File: config.mk
export PLATFORM = sky130hd
export DESIGN_NAME = tt_um_dff_mem_host_flat
export DESIGN_NICKNAME = d
export VERILOG_FILES = /design/src/rtl/tt_um_dff_mem_host_if.sv /design/src/rtl/tt_um_dff_mem_host.sv /design/src/flat_wrapper.sv
export SDC_FILE = /design/constraint.sdc
export NUM_CORES = 1
export LEC_CHECK = 0
export ABC_AREA = 1
export BUFFER_PORTS_ARGS = -buffer_cell sky130_fd_sc_hd__buf_2
export CAP_MARGIN = 20
export CORE_MARGIN = 3
export CORE_UTILIZATION = 55
export CTS_BUF_LIST = sky130_fd_sc_hd__clkbuf_4
export DETAILED_ROUTE_END_ITERATION = 6
export PLACE_DENSITY_LB_ADDON = 0.2
export SLEW_MARGIN = 5
export SYNTH_ARGS = -nofsm -noshare
export SYNTH_HDL_FRONTEND = slang
export SYNTH_SLANG_ARGS = --single-unit
File: constraint.sdc
create_clock -name clk -period 2.2 [get_ports clk]
set_input_delay 0.22 -clock clk [delete_from_list [all_inputs] [get_ports clk]]
set_output_delay 0.22 -clock clk [all_outputs]
set_load 0.01 [all_outputs]
File: src/rtl/tt_um_dff_mem_host_if.sv
// Pin bundle between the BIST host and the DFF memory tile (TinyTapeout pin names).
// master = host side driving address/control and write data; slave = memory/environment side.
interface tt_um_dff_mem_host_if;
  logic [7:0] ui_in;
  logic [7:0] uo_out;
  logic [7:0] uio_in;
  logic [7:0] uio_out;
  logic [7:0] uio_oe;
  logic       ena;

  modport master (
    input  ui_in, uio_in, ena,
    output uo_out, uio_out, uio_oe
  );

  modport slave (
    output ui_in, uio_in, ena,
    input  uo_out, uio_out, uio_oe
  );
endinterface

File: src/rtl/tt_um_dff_mem_host.sv
// BIST host for the DFF memory tile: pattern fill, bus turnaround, read-back compare, status report.
// Start to done is 2N+1 edges (N+1 read-only); no backpressure, the memory answers within the cycle.
module tt_um_dff_mem_host #(
  parameter int RAM_BYTES = 16
) (
  input  logic                 clk,
  input  logic                 rst_n,
  tt_um_dff_mem_host_if.master bus
);
  localparam int ADDR_BITS = $clog2(RAM_BYTES);
  localparam logic [ADDR_BITS-1:0] K_LAST = ADDR_BITS'(RAM_BYTES - 1);

  typedef enum logic [2:0] {IDLE, WRITE, TURN, READ, DONE} state_t;

  state_t               state_q, state_d;
  logic [ADDR_BITS-1:0] k_q, k_d;
  logic [1:0]           pat_q, pat_d;
  logic                 ro_q, ro_d;
  logic                 fail_q, fail_d;
  logic [ADDR_BITS-1:0] fail_addr_q, fail_addr_d;
  logic                 start_prev_q;
  logic                 start;
  logic [7:0]           uo_q, uo_d;
  logic [7:0]           uio_out_q, uio_out_d;
  logic [7:0]           uio_oe_q, uio_oe_d;
  logic                 unused_ok;

  assign unused_ok = &{1'b0, bus.ena, bus.ui_in[7:4]};
  assign start     = bus.ui_in[0] & ~start_prev_q;

  function automatic logic [7:0] exp_byte(input logic [1:0] pat, input logic [ADDR_BITS-1:0] a);
    logic [3:0] a4;
    a4 = 4'(a);
    case (pat)
      2'b00:   return 8'h00;
      2'b01:   return 8'hFF;
      2'b10:   return a4[0] ? 8'hAA : 8'h55;
      default: return {a4, ~a4};
    endcase
  endfunction

  always_comb begin
    state_d     = state_q;
    k_d         = k_q;
    pat_d       = pat_q;
    ro_d        = ro_q;
    fail_d      = fail_q;
    fail_addr_d = fail_addr_q;
    case (state_q)
      IDLE, DONE: begin
        if (start) begin
          pat_d       = bus.ui_in[2:1];
          ro_d        = bus.ui_in[3];
          fail_d      = 1'b0;
          fail_addr_d = '0;
          k_d         = '0;
          state_d     = bus.ui_in[3] ? TURN : WRITE;
        end
      end
      WRITE: begin
        k_d = k_q + 1'b1;
        if (k_q == K_LAST) state_d = TURN;
      end
      TURN: begin
        k_d     = '0;
        state_d = READ;
      end
      READ: begin
        // fail_addr only captures the first miscompare; fail itself is sticky
        if (bus.uio_in != exp_byte(pat_q, k_q)) begin
          fail_d = 1'b1;
          if (!fail_q) fail_addr_d = k_q;
        end
        k_d = k_q + 1'b1;
        if (k_q == K_LAST) state_d = DONE;
      end
      default: state_d = IDLE;
    endcase
  end

  // Outputs are decoded from next state so the pins are clean flop outputs.
  always_comb begin
    uo_d      = {2'b11, fail_d, 5'b0_0000};
    uio_out_d = 8'h00;
    uio_oe_d  = 8'h00;
    case (state_d)
      WRITE: begin
        uo_d      = {2'b01, fail_d, 1'b0, 4'(k_d)};
        uio_out_d = exp_byte(pat_d, k_d);
        uio_oe_d  = 8'hFF;
      end
      READ:    uo_d = {2'b10, fail_d, 1'b0, 4'(k_d)};
      DONE:    uo_d = {2'b11, fail_d, 1'b1, 4'(fail_addr_d)};
      default: ;
    endcase
  end

  always_ff @(posedge clk or negedge rst_n) begin
    if (!rst_n) begin
      state_q      <= IDLE;
      k_q          <= '0;
      pat_q        <= 2'b00;
      ro_q         <= 1'b0;
      fail_q       <= 1'b0;
      fail_addr_q  <= '0;
      start_prev_q <= 1'b0;
      uo_q         <= 8'hC0;
      uio_out_q    <= 8'h00;
      uio_oe_q     <= 8'h00;
    end else begin
      state_q      <= state_d;
      k_q          <= k_d;
      pat_q        <= pat_d;
      ro_q         <= ro_d;
      fail_q       <= fail_d;
      fail_addr_q  <= fail_addr_d;
      start_prev_q <= bus.ui_in[0];
      uo_q         <= uo_d;
      uio_out_q    <= uio_out_d;
      uio_oe_q     <= uio_oe_d;
    end
  end

  assign bus.uo_out  = uo_q;
  assign bus.uio_out = uio_out_q;
  assign bus.uio_oe  = uio_oe_q;
endmodule
File: src/flat_wrapper.sv
// flat-port wrapper written by rule: the top's interface ports become plain ports
module tt_um_dff_mem_host_flat 
#(
  parameter int RAM_BYTES = 16
)
  (clk, rst_n, bus_ui_in, bus_uio_in, bus_ena, bus_uo_out, bus_uio_out, bus_uio_oe);
  tt_um_dff_mem_host_if bus_i ();
  input  logic clk;
  input  logic rst_n;
  input wire logic [$bits(bus_i.ui_in)-1:0] bus_ui_in;
  input wire logic [$bits(bus_i.uio_in)-1:0] bus_uio_in;
  input wire logic [$bits(bus_i.ena)-1:0] bus_ena;
  output wire logic [$bits(bus_i.uo_out)-1:0] bus_uo_out;
  output wire logic [$bits(bus_i.uio_out)-1:0] bus_uio_out;
  output wire logic [$bits(bus_i.uio_oe)-1:0] bus_uio_oe;
  assign bus_i.ui_in = bus_ui_in;
  assign bus_i.uio_in = bus_uio_in;
  assign bus_i.ena = bus_ena;
  assign bus_uo_out = bus_i.uo_out;
  assign bus_uio_out = bus_i.uio_out;
  assign bus_uio_oe = bus_i.uio_oe;
  tt_um_dff_mem_host #(.RAM_BYTES(RAM_BYTES)) u_core (.clk(clk), .rst_n(rst_n), .bus(bus_i));
endmodule
==> summary.txt <==
Gates resized, CTS repair = 0
Pin count of the biggest net entering global routing = 32
Post-Syn Area = 1730 µm²
Largest family of logic cells by synthesized area = simple AND/OR/NAND/NOR gates
DR WL/cell = 11.5 µm
Final Slew Violations = 0
Syn Area/Cell = 7.33 µm²
Routability Congestion = 0.829
Final wirelength = 3660 µm
Achievable frequency = 555 MHz
Relative slew margins = 55.1%
CP Class = reg -> reg
GRT Total Usage = 21.8%
Sequential share of the synthesized area = 45.0%
Critical path arrival = 2.03 ns
DR pass1 iterations = 4
Post-Syn Nets = 256
Commonest cells after routing, fill and taps aside = nand2_1, buf_2, inv_1
Worst setup SP type = register
Fillers = 253
Util after Layout = 69.5%
Max stage delay on crit path = 0.49 ns
Dpl cell area = 1930 µm²
Post-synthesis adder-cell area fraction = 0.724%
Layout cells sized above 1 = 23.1%
Worst setup margin = 0.398 ns
Outcome = finished clean
Die extent in x = 62.1 µm
Die area = 3850 µm²
Post-synthesis simple-gate area fraction = 35.7%
Starting density of the core = 60.1%
Mux contribution to synthesized area = 0%
Final Hold Vio Count = 0
Clock Skews = 0.00562 ns
PortBufs = 37
DRC viols = 0
Htree depth = 2
Synth Instances = 236
Clk slew on worst S/H paths = 0.09 ns
Setup TNS Final = 0 ns
# setup viols final = 0
Initial antenna violation count = 0
DR vias/cell = 4.89
Worst path cell trace = nand3_1 -> nand3b_1 -> nand2_1 -> inv_1 -> nand2_1 -> nor2_1 -> nand3_1 -> nand3_1 -> nand2_2 -> nand2_1 -> nand2_1
TritonCTS Buffers = 5
Critical Path End Type = register
Inserted Diodes = 0
Yosys Warn Count = 0
Final non-filler cell total = 319
Clock sink count = 31
Core ar. = 2880 µm²
Leakage power = 1.17 nW
Synth Area in Compound Gates = 7.67%
Hold buffers post-CTS = 2
Wire length of the first global-routing pass = 6090 µm
Slowest CP cell = dfrtp_1
Vias in the first global route = 1402
Worst vdd ir = 0.825 mV
Period utilization = 81.9%
Worst slew pin tran = 0.673 ns
CTS root buf = clkbuf_4
Vias = 1561
RSZ-0062 raised after global routing = false
Post-synthesis xor/xnor area fraction = 0%
Detail Route Antenna Nets = 0
Setup slack at placement = 0.434 ns
CP required = 2.43 ns
Area Overhead vs Synth = 15.6%
I/O Pins = 43
Maxcap violations = 0
Placed Instances = 309
Final min period = 1.80 ns
Most common cell after layout, fill and taps aside = nand2_1
Power Dens Cells = 1440 nW/µm²
Starting DRC count in detailed routing = 52
Cell Rows = 19
Clock latency on the worst-skew pair = 0.33 ns
CTS tree = built
Vert. Die Dim = 62.1 µm
Crit Path Max Fanout = 7
CP most frequent cell = nand2_1
DPL Wire Length = 2790 µm
Fin area = 2000 µm²
GRT overflow = 0
Clock Path Buffers = 2
Flops & latches, synth = 31
Layout net count = 296
Post-CTS Setup Bufs = 0
Synth unique cells = 26
Class of the worst hold path = in -> reg
## cell usage after synthesis
cell	instances	area (µm²)
nand2_1	77	289
inv_1	33	124
dfrtp_1	29	726
nand3_1	26	130
nor2_1	16	60.1
nand2_2	10	62.6
o21ai_0	10	50.1
buf_4	8	60.1
a21oi_1	5	25.0
o21ai_1	4	20.0
dfstp_2	2	52.6
nand3_2	2	20.0
a22o_1	1	8.76
a31oi_2	1	12.5
and3_1	1	6.26
buf_1	1	3.75
ha_1	1	12.5
nand3b_1	1	7.51
nand4_1	1	6.26
nor2_2	1	6.26
nor2_4	1	11.3
nor3_1	1	5.00
nor3b_1	1	7.51
o211ai_1	1	7.51
o2bb2ai_1	1	8.76
or2_2	1	6.26
## critical path: cells and delay by family (launching register included)
family | cells | cell delay, ns
flops | 1 | 0.49
buf+inv | 1 | 0.05
simple gates | 10 | 1.19
## kinds of logic after synthesis
family | Yosys count
buffers and inverters | 42
AND/OR/NAND/NOR | 139
adder cells (fa/ha/maj) | 1
AO/OA/AOI/OAI | 23
flip-flops | 31
## report_power, final
part | switching, mW | leakage [nW] | internal (mW)
Combinational | 1.02 | 0.746 | 0.578
Sequential | 0.172 | 0.389 | 0.802
Clock | 0.179 | 0.0307 | 0.130
Total | 1.38 | 1.17 | 1.51
## per-layer routing
layer,global-route usage (%),up-vias,wire (µm)
met5,0,-,0
met4,8.18,0,40
met3,4.34,5,223
met2,33.4,53,1650
met1,30.4,687,1740
li1,-,816,-
## through the flow
stage,power [mW],hold WS (ns)
2_1_floorplan,2.16,-0.0756
3_3_place_gp,2.53,0.282
3_5_place_dp,2.57,0.288
4_1_cts,2.89,0.120
5_1_grt,3.19,0.147
6_report,2.89,0.128
## area by class of cell
| type | instances | area (µm²) | area share (%) |
|---|---|---|---|
| Sequential cell | 31 | 778 | 38.9 |
| Multi-Input combinational cell | 163 | 763 | 38.2 |
| Timing Repair Buffer | 42 | 228 | 11.4 |
| Inverter | 33 | 124 | 6.20 |
| Tap cell | 42 | 52.6 | 2.63 |
| Clock buffer | 6 | 45.0 | 2.25 |
| Clock inverter | 2 | 7.51 | 0.376 |
## registers in the layout (all words and copies together) (netlist names), named ones only
name	cells
u_core.bus.uio_oe	1
u_core.bus.uio_out	8
u_core.k_q	4
u_core.start_prev_q	1
u_core.fail_addr_q	4
u_core.pat_q	2
u_core.bus.uo_out	7
u_core.state_q	3
## worst paths after layout
| check | startpoint | end | slack [ns] | cells after the start |
|---|---|---|---|---|
| max in group asynchronous | rst_n | u_core.pat_q[1]$_DFF_PN0_ | 1.30 | 2 |
| hold / removal | bus_ui_in[3] | u_core.state_q[1]$_DFF_PN0_ | 0.13 | 3 |
| min in group asynchronous | rst_n | async pin | 0.46 | 2 |
| hold reg to reg | u_core.fail_addr_q[2]$_DFF_PN0_ | u_core.fail_addr_q[2]$_DFF_PN0_ | 0.52 | 2 |
| setup reg to reg | u_core.pat_q[1]$_DFF_PN0_ | u_core.bus.uo_out[2]$_DFF_PN0_ | 0.40 | 11 |
| setup / recovery | u_core.pat_q[1]$_DFF_PN0_ | u_core.bus.uo_out[2]$_DFF_PN0_ | 0.40 | 11 |
(Power assumes the default switching activity.)
